$ cat config.mk
export PLATFORM = sky130hd
export DESIGN_NAME = sd_menu_pager
export DESIGN_NICKNAME = d
export VERILOG_FILES = /design/src/rtl/sd_menu_pager.sv
export SDC_FILE = /design/constraint.sdc
export NUM_CORES = 1
export LEC_CHECK = 0
export CAP_MARGIN = 20
export CELL_PAD_IN_SITES_DETAIL_PLACEMENT = 0
export CELL_PAD_IN_SITES_GLOBAL_PLACEMENT = 1
export CORE_MARGIN = 4
export CORE_UTILIZATION = 49
export CTS_CLUSTER_SIZE = 30
export DETAILED_ROUTE_END_ITERATION = 10
export HOLD_SLACK_MARGIN = 0.15
export PLACE_DENSITY_LB_ADDON = 0.1
export SYNTH_ARGS = -nofsm -noshare
export SYNTH_HDL_FRONTEND = slang
export SYNTH_SLANG_ARGS = --single-unit
$ cat constraint.sdc
create_clock -name clk -period 9.9 [get_ports clk]
set_clock_uncertainty 0.2 [all_clocks]
set_input_delay 2.475 -clock clk [delete_from_list [all_inputs] [get_ports clk]]
set_output_delay 2.475 -clock clk [all_outputs]
set_load 0.05 [all_outputs]
$ cat src/rtl/sd_menu_pager.sv
// Paged file-selection menu for the SD loader: joypad navigation with debounce
// and auto-repeat, page re-list requests, and cursor glyph painting into the overlay.
module sd_menu_pager #(
    parameter int FREQ         = 27_000_000,
    parameter int ROWS         = 20,
    parameter int FILE_W       = 10,
    parameter int X0           = 8,
    parameter int Y0           = 40,
    parameter int FG           = 55,
    parameter int BG           = 13,
    parameter int DEB_MS       = 50,
    parameter int RPT_DELAY_MS = 400,
    parameter int RPT_MS       = 100
) (
    input  logic              clk,
    input  logic              resetn,
    input  logic              enable,
    input  logic              list_done,
    input  logic [FILE_W-1:0] file_count,
    input  logic [7:0]        nes_btn,
    output logic [FILE_W-1:0] page_base,
    output logic              page_req,
    output logic [FILE_W-1:0] sel_file,
    output logic              sel_valid,
    output logic              overlay,
    output logic [5:0]        color,
    output logic [7:0]        scanline,
    output logic [7:0]        cycle
);

    // state  | meaning
    // S_IDLE | menu inactive, waiting for enable rising edge
    // S_WAIT | page re-list requested, waiting for list_done
    // S_NAV  | cursor shown, pad events processed
    typedef enum logic [1:0] {S_IDLE, S_WAIT, S_NAV} state_t;
    typedef enum logic [2:0] {K_NONE, K_U, K_D, K_L, K_R} key_t;

    localparam int DEB_CYC = FREQ / 1000 * DEB_MS;
    localparam int DLY_CYC = FREQ / 1000 * RPT_DELAY_MS;
    localparam int PER_CYC = FREQ / 1000 * RPT_MS;
    localparam int LW      = $clog2(DEB_CYC + 1);
    localparam int RW      = $clog2(((DLY_CYC > PER_CYC) ? DLY_CYC : PER_CYC) + 1);
    localparam int FW1     = FILE_W + 1;
    localparam logic [FILE_W:0]   ROWS_X  = FW1'(ROWS);
    localparam logic [FILE_W-1:0] ROWS_F  = ROWS_X[FILE_W-1:0];
    localparam logic [4:0]        ROWS_M1 = 5'(ROWS - 1);

    state_t            state;
    key_t              key, key_q;
    logic [4:0]        btn_m, btn_s;
    logic              a_q, a_edge;
    logic              pend, fire_new, fire_rpt, dir_ev;
    logic [LW-1:0]     lock_cnt;
    logic [RW-1:0]     rpt_cnt;
    logic              enable_q;
    logic [FILE_W-1:0] count;
    logic [4:0]        row, last_nav, last_new;
    logic [FILE_W:0]   pb_up;
    logic              can_next, can_prev;
    logic [4:0]        r_cnt;
    logic [5:0]        dot;
    logic              unused_btn;

    assign unused_btn = ^nes_btn[3:1];

    function automatic logic [4:0] last_of(input logic [FILE_W-1:0] rem);
        if (rem == '0)
            return 5'd0;
        else if (rem >= ROWS_F)
            return ROWS_M1;
        else
            return 5'(rem - 1'b1);
    endfunction

    function automatic logic glyph_px(input logic [5:0] d);
        logic [7:0] line;
        case (d[5:3])
            3'd1, 3'd7: line = 8'h03;
            3'd2, 3'd6: line = 8'h0F;
            3'd3, 3'd5: line = 8'h3F;
            3'd4:       line = 8'hFF;
            default:    line = 8'h00;
        endcase
        return line[d[2:0]];
    endfunction

    // Synchronised pad bits: {R,L,D,U,A}
    always_ff @(posedge clk or negedge resetn) begin
        if (!resetn) begin
            btn_m <= '0;
            btn_s <= '0;
            a_q   <= 1'b0;
        end else begin
            btn_m <= {nes_btn[7:4], nes_btn[0]};
            btn_s <= btn_m;
            a_q   <= btn_s[0];
        end
    end

    assign a_edge = btn_s[0] && !a_q;

    always_comb begin
        key = K_NONE;
        if (btn_s[1])
            key = K_U;
        else if (btn_s[2])
            key = K_D;
        else if (btn_s[3])
            key = K_L;
        else if (btn_s[4])
            key = K_R;
    end

    // A fresh press waits (pend) until the lockout has drained, then fires once.
    assign fire_new = (key != K_NONE) && ((key != key_q) || pend) && (lock_cnt == '0);
    assign fire_rpt = (key != K_NONE) && (key == key_q) && !pend && (rpt_cnt == '0);
    assign dir_ev   = fire_new || fire_rpt;

    always_ff @(posedge clk or negedge resetn) begin
        if (!resetn) begin
            key_q    <= K_NONE;
            pend     <= 1'b0;
            lock_cnt <= '0;
            rpt_cnt  <= '0;
        end else begin
            key_q <= key;
            if (key == K_NONE || fire_new)
                pend <= 1'b0;
            else if (key != key_q)
                pend <= 1'b1;

            if (dir_ev)
                lock_cnt <= LW'(DEB_CYC - 1);
            else if (lock_cnt != '0)
                lock_cnt <= lock_cnt - 1'b1;

            if (fire_new)
                rpt_cnt <= RW'(DLY_CYC - 1);
            else if (fire_rpt)
                rpt_cnt <= RW'(PER_CYC - 1);
            else if (rpt_cnt != '0)
                rpt_cnt <= rpt_cnt - 1'b1;
        end
    end

    assign last_nav = last_of(count - page_base);
    assign last_new = last_of(file_count - page_base);
    assign pb_up    = {1'b0, page_base} + ROWS_X;
    assign can_next = pb_up < {1'b0, count};
    assign can_prev = page_base != '0;

    always_ff @(posedge clk or negedge resetn) begin
        if (!resetn) begin
            state     <= S_IDLE;
            enable_q  <= 1'b0;
            page_base <= '0;
            page_req  <= 1'b0;
            sel_file  <= '0;
            sel_valid <= 1'b0;
            count     <= '0;
            row       <= '0;
        end else begin
            page_req  <= 1'b0;
            sel_valid <= 1'b0;
            enable_q  <= enable;
            if (!enable) begin
                state <= S_IDLE;
            end else begin
                case (state)
                    S_IDLE: begin
                        if (!enable_q) begin
                            page_base <= '0;
                            row       <= '0;
                            page_req  <= 1'b1;
                            state     <= S_WAIT;
                        end
                    end
                    S_WAIT: begin
                        if (list_done) begin
                            count <= file_count;
                            if (file_count == '0)
                                row <= '0;
                            else if (row > last_new)
                                row <= last_new;
                            state <= S_NAV;
                        end
                    end
                    S_NAV: begin
                        if (a_edge && count != '0) begin
                            sel_file  <= page_base + FILE_W'(row);
                            sel_valid <= 1'b1;
                            state     <= S_IDLE;
                        end else if (dir_ev) begin
                            case (key)
                                K_U: begin
                                    if (row != '0) begin
                                        row <= row - 1'b1;
                                    end else if (can_prev) begin
                                        page_base <= page_base - ROWS_F;
                                        row       <= ROWS_M1;
                                        page_req  <= 1'b1;
                                        state     <= S_WAIT;
                                    end
                                end
                                K_D: begin
                                    if (row < last_nav) begin
                                        row <= row + 1'b1;
                                    end else if (can_next) begin
                                        page_base <= pb_up[FILE_W-1:0];
                                        row       <= '0;
                                        page_req  <= 1'b1;
                                        state     <= S_WAIT;
                                    end
                                end
                                K_L: begin
                                    if (can_prev) begin
                                        page_base <= page_base - ROWS_F;
                                        page_req  <= 1'b1;
                                        state     <= S_WAIT;
                                    end
                                end
                                K_R: begin
                                    if (can_next) begin
                                        page_base <= pb_up[FILE_W-1:0];
                                        page_req  <= 1'b1;
                                        state     <= S_WAIT;
                                    end
                                end
                                default: ;
                            endcase
                        end
                    end
                    default: state <= S_IDLE;
                endcase
            end
        end
    end

    // Every sweep repaints all rows, so the old cursor position is erased for free.
    always_ff @(posedge clk or negedge resetn) begin
        if (!resetn) begin
            r_cnt    <= '0;
            dot      <= '0;
            overlay  <= 1'b0;
            color    <= '0;
            scanline <= '0;
            cycle    <= '0;
        end else begin
            if (dot == 6'd63) begin
                dot   <= '0;
                r_cnt <= (r_cnt == ROWS_M1) ? 5'd0 : r_cnt + 1'b1;
            end else begin
                dot <= dot + 1'b1;
            end

            if (state == S_NAV) begin
                overlay  <= 1'b1;
                scanline <= 8'(Y0) + {r_cnt, 3'b000} + {5'b0, dot[5:3]};
                cycle    <= 8'(X0) + {5'b0, dot[2:0]};
                color    <= (r_cnt == row && count != '0 && glyph_px(dot)) ? 6'(FG) : 6'(BG);
            end else begin
                overlay  <= 1'b0;
                scanline <= '0;
                cycle    <= '0;
                color    <= '0;
            end
        end
    end

endmodule
# --- Word level (Yosys, flattened, before mapping) ---
# Cells that the tools add are included.
# Widths: inputs -> output; s select.
word_totals:
  latchBits: 0
  ff_bits: 134
  output_inout_bits: 45
  romBits: 0
  memories: 0
  in_bits: 22
  ram_bits: 0
op_classes:
  shifts: 0
  magnitude_cmp: 6
  n_eq_ne: 35
  n_reduce_logical: 40
  muxes: 71
  n_bitwise: 0
  multipliers: 0
  div_mod_pow: 0
  addsub: 16
ops:
  columns: ["operator", "n"]
  rows:
  - ["$mux 5", 16]
  - ["$mux 24", 3]
  - ["$mux 10", 7]
  - ["$mux 21", 2]
  - ["$pmux 10 s4", 1]
  - ["$pmux 8 s4", 1]
  - ["$logic_not 10->1", 3]
  - ["$logic_not 24->1", 1]
  - ["$reduce_bool 24->1", 1]
  - ["$sub 24x1->24 const B", 1]
  - ["$logic_not 21->1", 1]
  - ["$reduce_bool 21->1", 1]
  - ["$sub 21x1->21 const B", 1]
  - ["$ge 10x5->1 const B", 2]
  - ["$pmux 10 s2", 1]
  - ["$reduce_bool 10->1", 2]
  - ["$sub 10x10->10", 2]
  - ["$mux 2", 9]
  - ["$mux 6", 3]
  - ["$mux 8", 2]
  - ["$eq 3x3->1 const B", 5]
  - ["$mux 1", 15]
  - ["$ne 3x3->1 const B", 5]
  - ["$pmux 5 s3", 1]
  - ["48 further kinds", 82]

# --- Logic depth before layout (Yosys ltp) ---
logic_depth:
  depth_word: 13
  mapped_depth: 22
  mapped_depth_nobuf: 19

# --- Worst setup path before layout ---
# OpenSTA, ideal clock, no wires.
synth_path:
  path_kind: "input to register"
  from: "input port file_count[2]"
  to: "register row[3]"
  stages: 18
  arrival_ns: 5.816
  n_path_buf: 0
  path_slack_ns: 3.763
  required_ns: 9.579
  path_cell_list: "ha_1 > nor2b_1 > o2111ai_1 > a31oi_1 > xnor2_1 > nand4_1 > a211o_1 > nor3_1 > inv_1 > ha_1 > o211ai_1 > a31oi_1 > o22ai_1 > a21oi_1 > and3_1 > a221o_2 > and2_1 > a22o_1"
synth_between:
  elab_chain_len: 8
  elab_cells_between_ends: 14
  cone_classes: "add/sub: 2; order compare: 2; eq/ne: 1; mux: 6; reduce/logical: 3"
synth_rtl:
  columns: ["item", "line_no", "source"]
  rows:
  - ["from (decl)", "19", "input logic [FILE_W-1:0] file_count,"]
  - ["parallel branches: the longest is 8 deep, another holds $sub 10x10->10", null, null]
  - ["to (signal assigned)", "184", "row <= last_new;"]
  - ["to (signal assigned)", "197", "row <= row - 1'b1;"]
  - ["to (signal assigned)", "207", "row <= row + 1'b1;"]
  - ["to (decl)", "57", "logic [4:0] row, last_nav, last_new;"]
# Several ways; the timed one is not identified. The select of a mux whose other input is x is not followed.
# A chain may end at the register's enable or synchronous reset.

# --- Worst setup path after layout ---
# Ends and elaborated chain as after synthesis.

==> impl_metrics.toml <==
[power]
finalPower_mw = 2.10
vdd_ir_drop_max_v = 0.000135
powerDensity_nw_per_um2 = 225
p_leak_nw = 3.90

[floorplan]
die_area_um2 = 18700
row_count = 46
io-pin-count = 67
initial_core_util_pct = 50.6
fp.coreArea_um2 = 16100
die-height_um = 137
die_w_um = 137

[placement]
place_congestion = 0.904
portBuffers = 57
dp_hpwl_mm = 14.3
place_inst = 1157

[synth]
synth_top_cell_by_area = "dfrtp_1"
synth_most_common_cell = "dfrtp_1"
synth.avg_cell_area_um2 = 8.80
synth-async-reset-ratio_pct = 100
synth_top_area_share_pct = 37.9
synthTopCellsByArea = "dfrtp_1 38%, ha_1 8.5%, xnor2_1 5.7%, nor2_1 4.2%, nand2_1 3.9%"
ys_ff_latch = 123
synthCells = 923
synth_common_cells = "123 x dfrtp_1, 91 x nor2_1, 84 x nand2_1, 58 x a21oi_1, 55 x ha_1"
yosysWarnings = 0
synth_edf_count = 0
synth_area_um2 = 8120
seq_area_frac_synth_pct = 37.9
synth_ff_type = "dfrtp_1"
synth_cell_types = 78

[final_layout]
syn_to_final_growth_pct = 15.1
drive_gt1_share_pct = 7.49
nNetsFinal = 1038
final-instance-count-excl-fill = 1190
diodes = 0

[clock_tree]
cts_tree = "built"
h-tree-depth = 4
cts.clk_slew.worst_paths_ps = 60
postCtsHoldBufs = 0
cts_buffers = 17
clockBufferDepth = 2
cts_root_buf = "clkbuf_16"
cts-resized-gates = 0
cts.sinks = 123
insertion_delay_ps = 430
post-cts-setup-buffer-count = 0

[sta]
slew_headroom_pct = 39.2
hold_viol = 0
rsz0062_at_grt = "no"
max_clock_freq_mhz = 145
slew_violations = 0
setup_viol = 0
tns_ps = 0
worst_pin_slew_ps = 908
period_needed_ps = 6910
period_share_pct = 69.8

[grt]
grt_max_degree = 69
grt_pass1_wl_mm = 32.1
antenna_found_initial = 0
grt_overflow_total = 0
grt_usage_pct = 21.6
grt_pass1_vias = 6554

[routing]
final_antenna_net_count = 0
drt-total-wl_mm = 19.7
drt-initial-drc-count = 374
avgRoutedWirePerCell_um = 16.5
vias = 6815
drc_errors = 0
vias_per_cell = 5.73
drt-pass1-iter-count = 5

[worst_setup_path]
cp-end-kind = "flop"
arrival_ps = 7020
crit_type = "in -> reg"
worst_ep_required_time_ps = 10000
critPathLaunchType = "primary input"
worst-path-max-fanout = 8

[status]
status = "complete, no violations"

[run]
drv_cap = 0

[hold_path]
hold_path.class = "reg -> reg"
==> worst max-delay path, stage by stage <==
cell and delay [ps]:
clkdlybuf4s50_1 450, ha_1 390, nor2b_1 260, o2111ai_1 200
a31oi_1 260, xnor2_1 140, nand4_1 110, a211o_1 420
nor3_1 340, inv_1 90, ha_1 290, o211ai_1 90
a31oi_1 110, o22ai_1 190, a21oi_1 150, and3_1 220
a221o_2 420, and2_1 200, a22o_1 200
==> state kept, by name, summed over array words and instances, names as in the netlist <==
register	count
key_q	3
sel_valid	1
count	10
enable_q	1
btn_m	5
pend	1
r_cnt	5
row	5
a_q	1
page_base	8
cycle	3
state	2
dot	6
rpt_cnt	24
scanline	8
page_req	1
lock_cnt	21
sel_file	10
color	3
btn_s	5
==> cell type report <==
class	count	area (um^2)
multi-input combinational	712	4650
timing repair buffer	59	583
inverter	48	180
tap	216	270
sequential	123	3080
clock buffer	23	498
fill	1412	6710
clock inverter	9	87.6
==> kinds of logic (layout without fill, tap and decap cells) <==
family | Yosys count | after routing | share of synthesized area [%]
adder cells (fa/ha/maj) | 55 | 55 | 8.47
XOR/XNOR | 70 | 70 | 7.55
buffers and inverters | 95 | 139 | 5.17
AO/OA/AOI/OAI | 209 | 209 | 16.8
other | 2 | 9 | 0.0924
multiplexers | 18 | 18 | 2.43
AND/OR/NAND/NOR | 351 | 351 | 21.6
flip-flops | 123 | 123 | 37.9
==> path summary, 6_finish.rpt <==
check / startpoint / end / slack [ps] / depth (start not counted)
hold / removal: btn_m[4] / btn_s[4] / 150 / 0
setup / recovery: file_count[2] / row[3] / 2990 / 19
max in group asynchronous: resetn / rpt_cnt[14] / 6240 / 2
hold reg to reg: btn_m[4] / btn_s[4] / 150 / 0
setup reg to reg: page_base[5] / page_base[6] / 4590 / 17
min in group asynchronous: resetn / count[6] / 1920 / 1
==> cell usage in the layout, fill, tap and decap left out, types with 9 or more instances in the layout <==
| cell | count |
|---|---|
| a21o_1 | 10 |
| a21oi_1 | 58 |
| and2_1 | 9 |
| and3_1 | 11 |
| clkbuf_16 | 17 |
| clkdlybuf4s50_1 | 56 |
| conb_1 | 9 |
| dfrtp_1 | 123 |
| ha_1 | 55 |
| inv_1 | 48 |
| mux2_2 | 14 |
| nand2_1 | 84 |
| nand3_1 | 35 |
| nand4_1 | 9 |
| nor2_1 | 91 |
| nor2b_1 | 13 |
| nor3_1 | 30 |
| nor4_1 | 13 |
| o21ai_0 | 49 |
| or3_1 | 14 |
| xnor2_1 | 53 |
| xor2_1 | 17 |
==> where the power goes <==
group	switching, mW	total, mW	leakage (nW)	internal, mW
Combinational	0.486	0.812	2.08	0.326
Clock	0.227	0.605	0.277	0.378
Sequential	0.0946	0.686	1.54	0.591
==> per-layer routing <==
layer  vias up  track usage [%]  wire (um)
met5         -                0          0
met4         0             7.61        492
li1       3338                -          -
met1      3252             27.4       8820
met2       190             36.9       9580
met3        35             4.01        779
==> stage by stage <==
step | hold slack [ps] | worst slack (ps) | util [%] | area (um^2)
4_1_cts | 154 | 3060 | 58.2 | 9340
2_1_floorplan | 131 | 3760 | - | 8150
3_5_place_dp | 142 | 2650 | 54.5 | 8760
5_1_grt | 167 | 2770 | 58.2 | 9350
6_report | 152 | 2990 | 58.2 | 9350
3_3_place_gp | 141 | 2780 | 54.5 | 8760
Power figures use the tool's default switching activity.
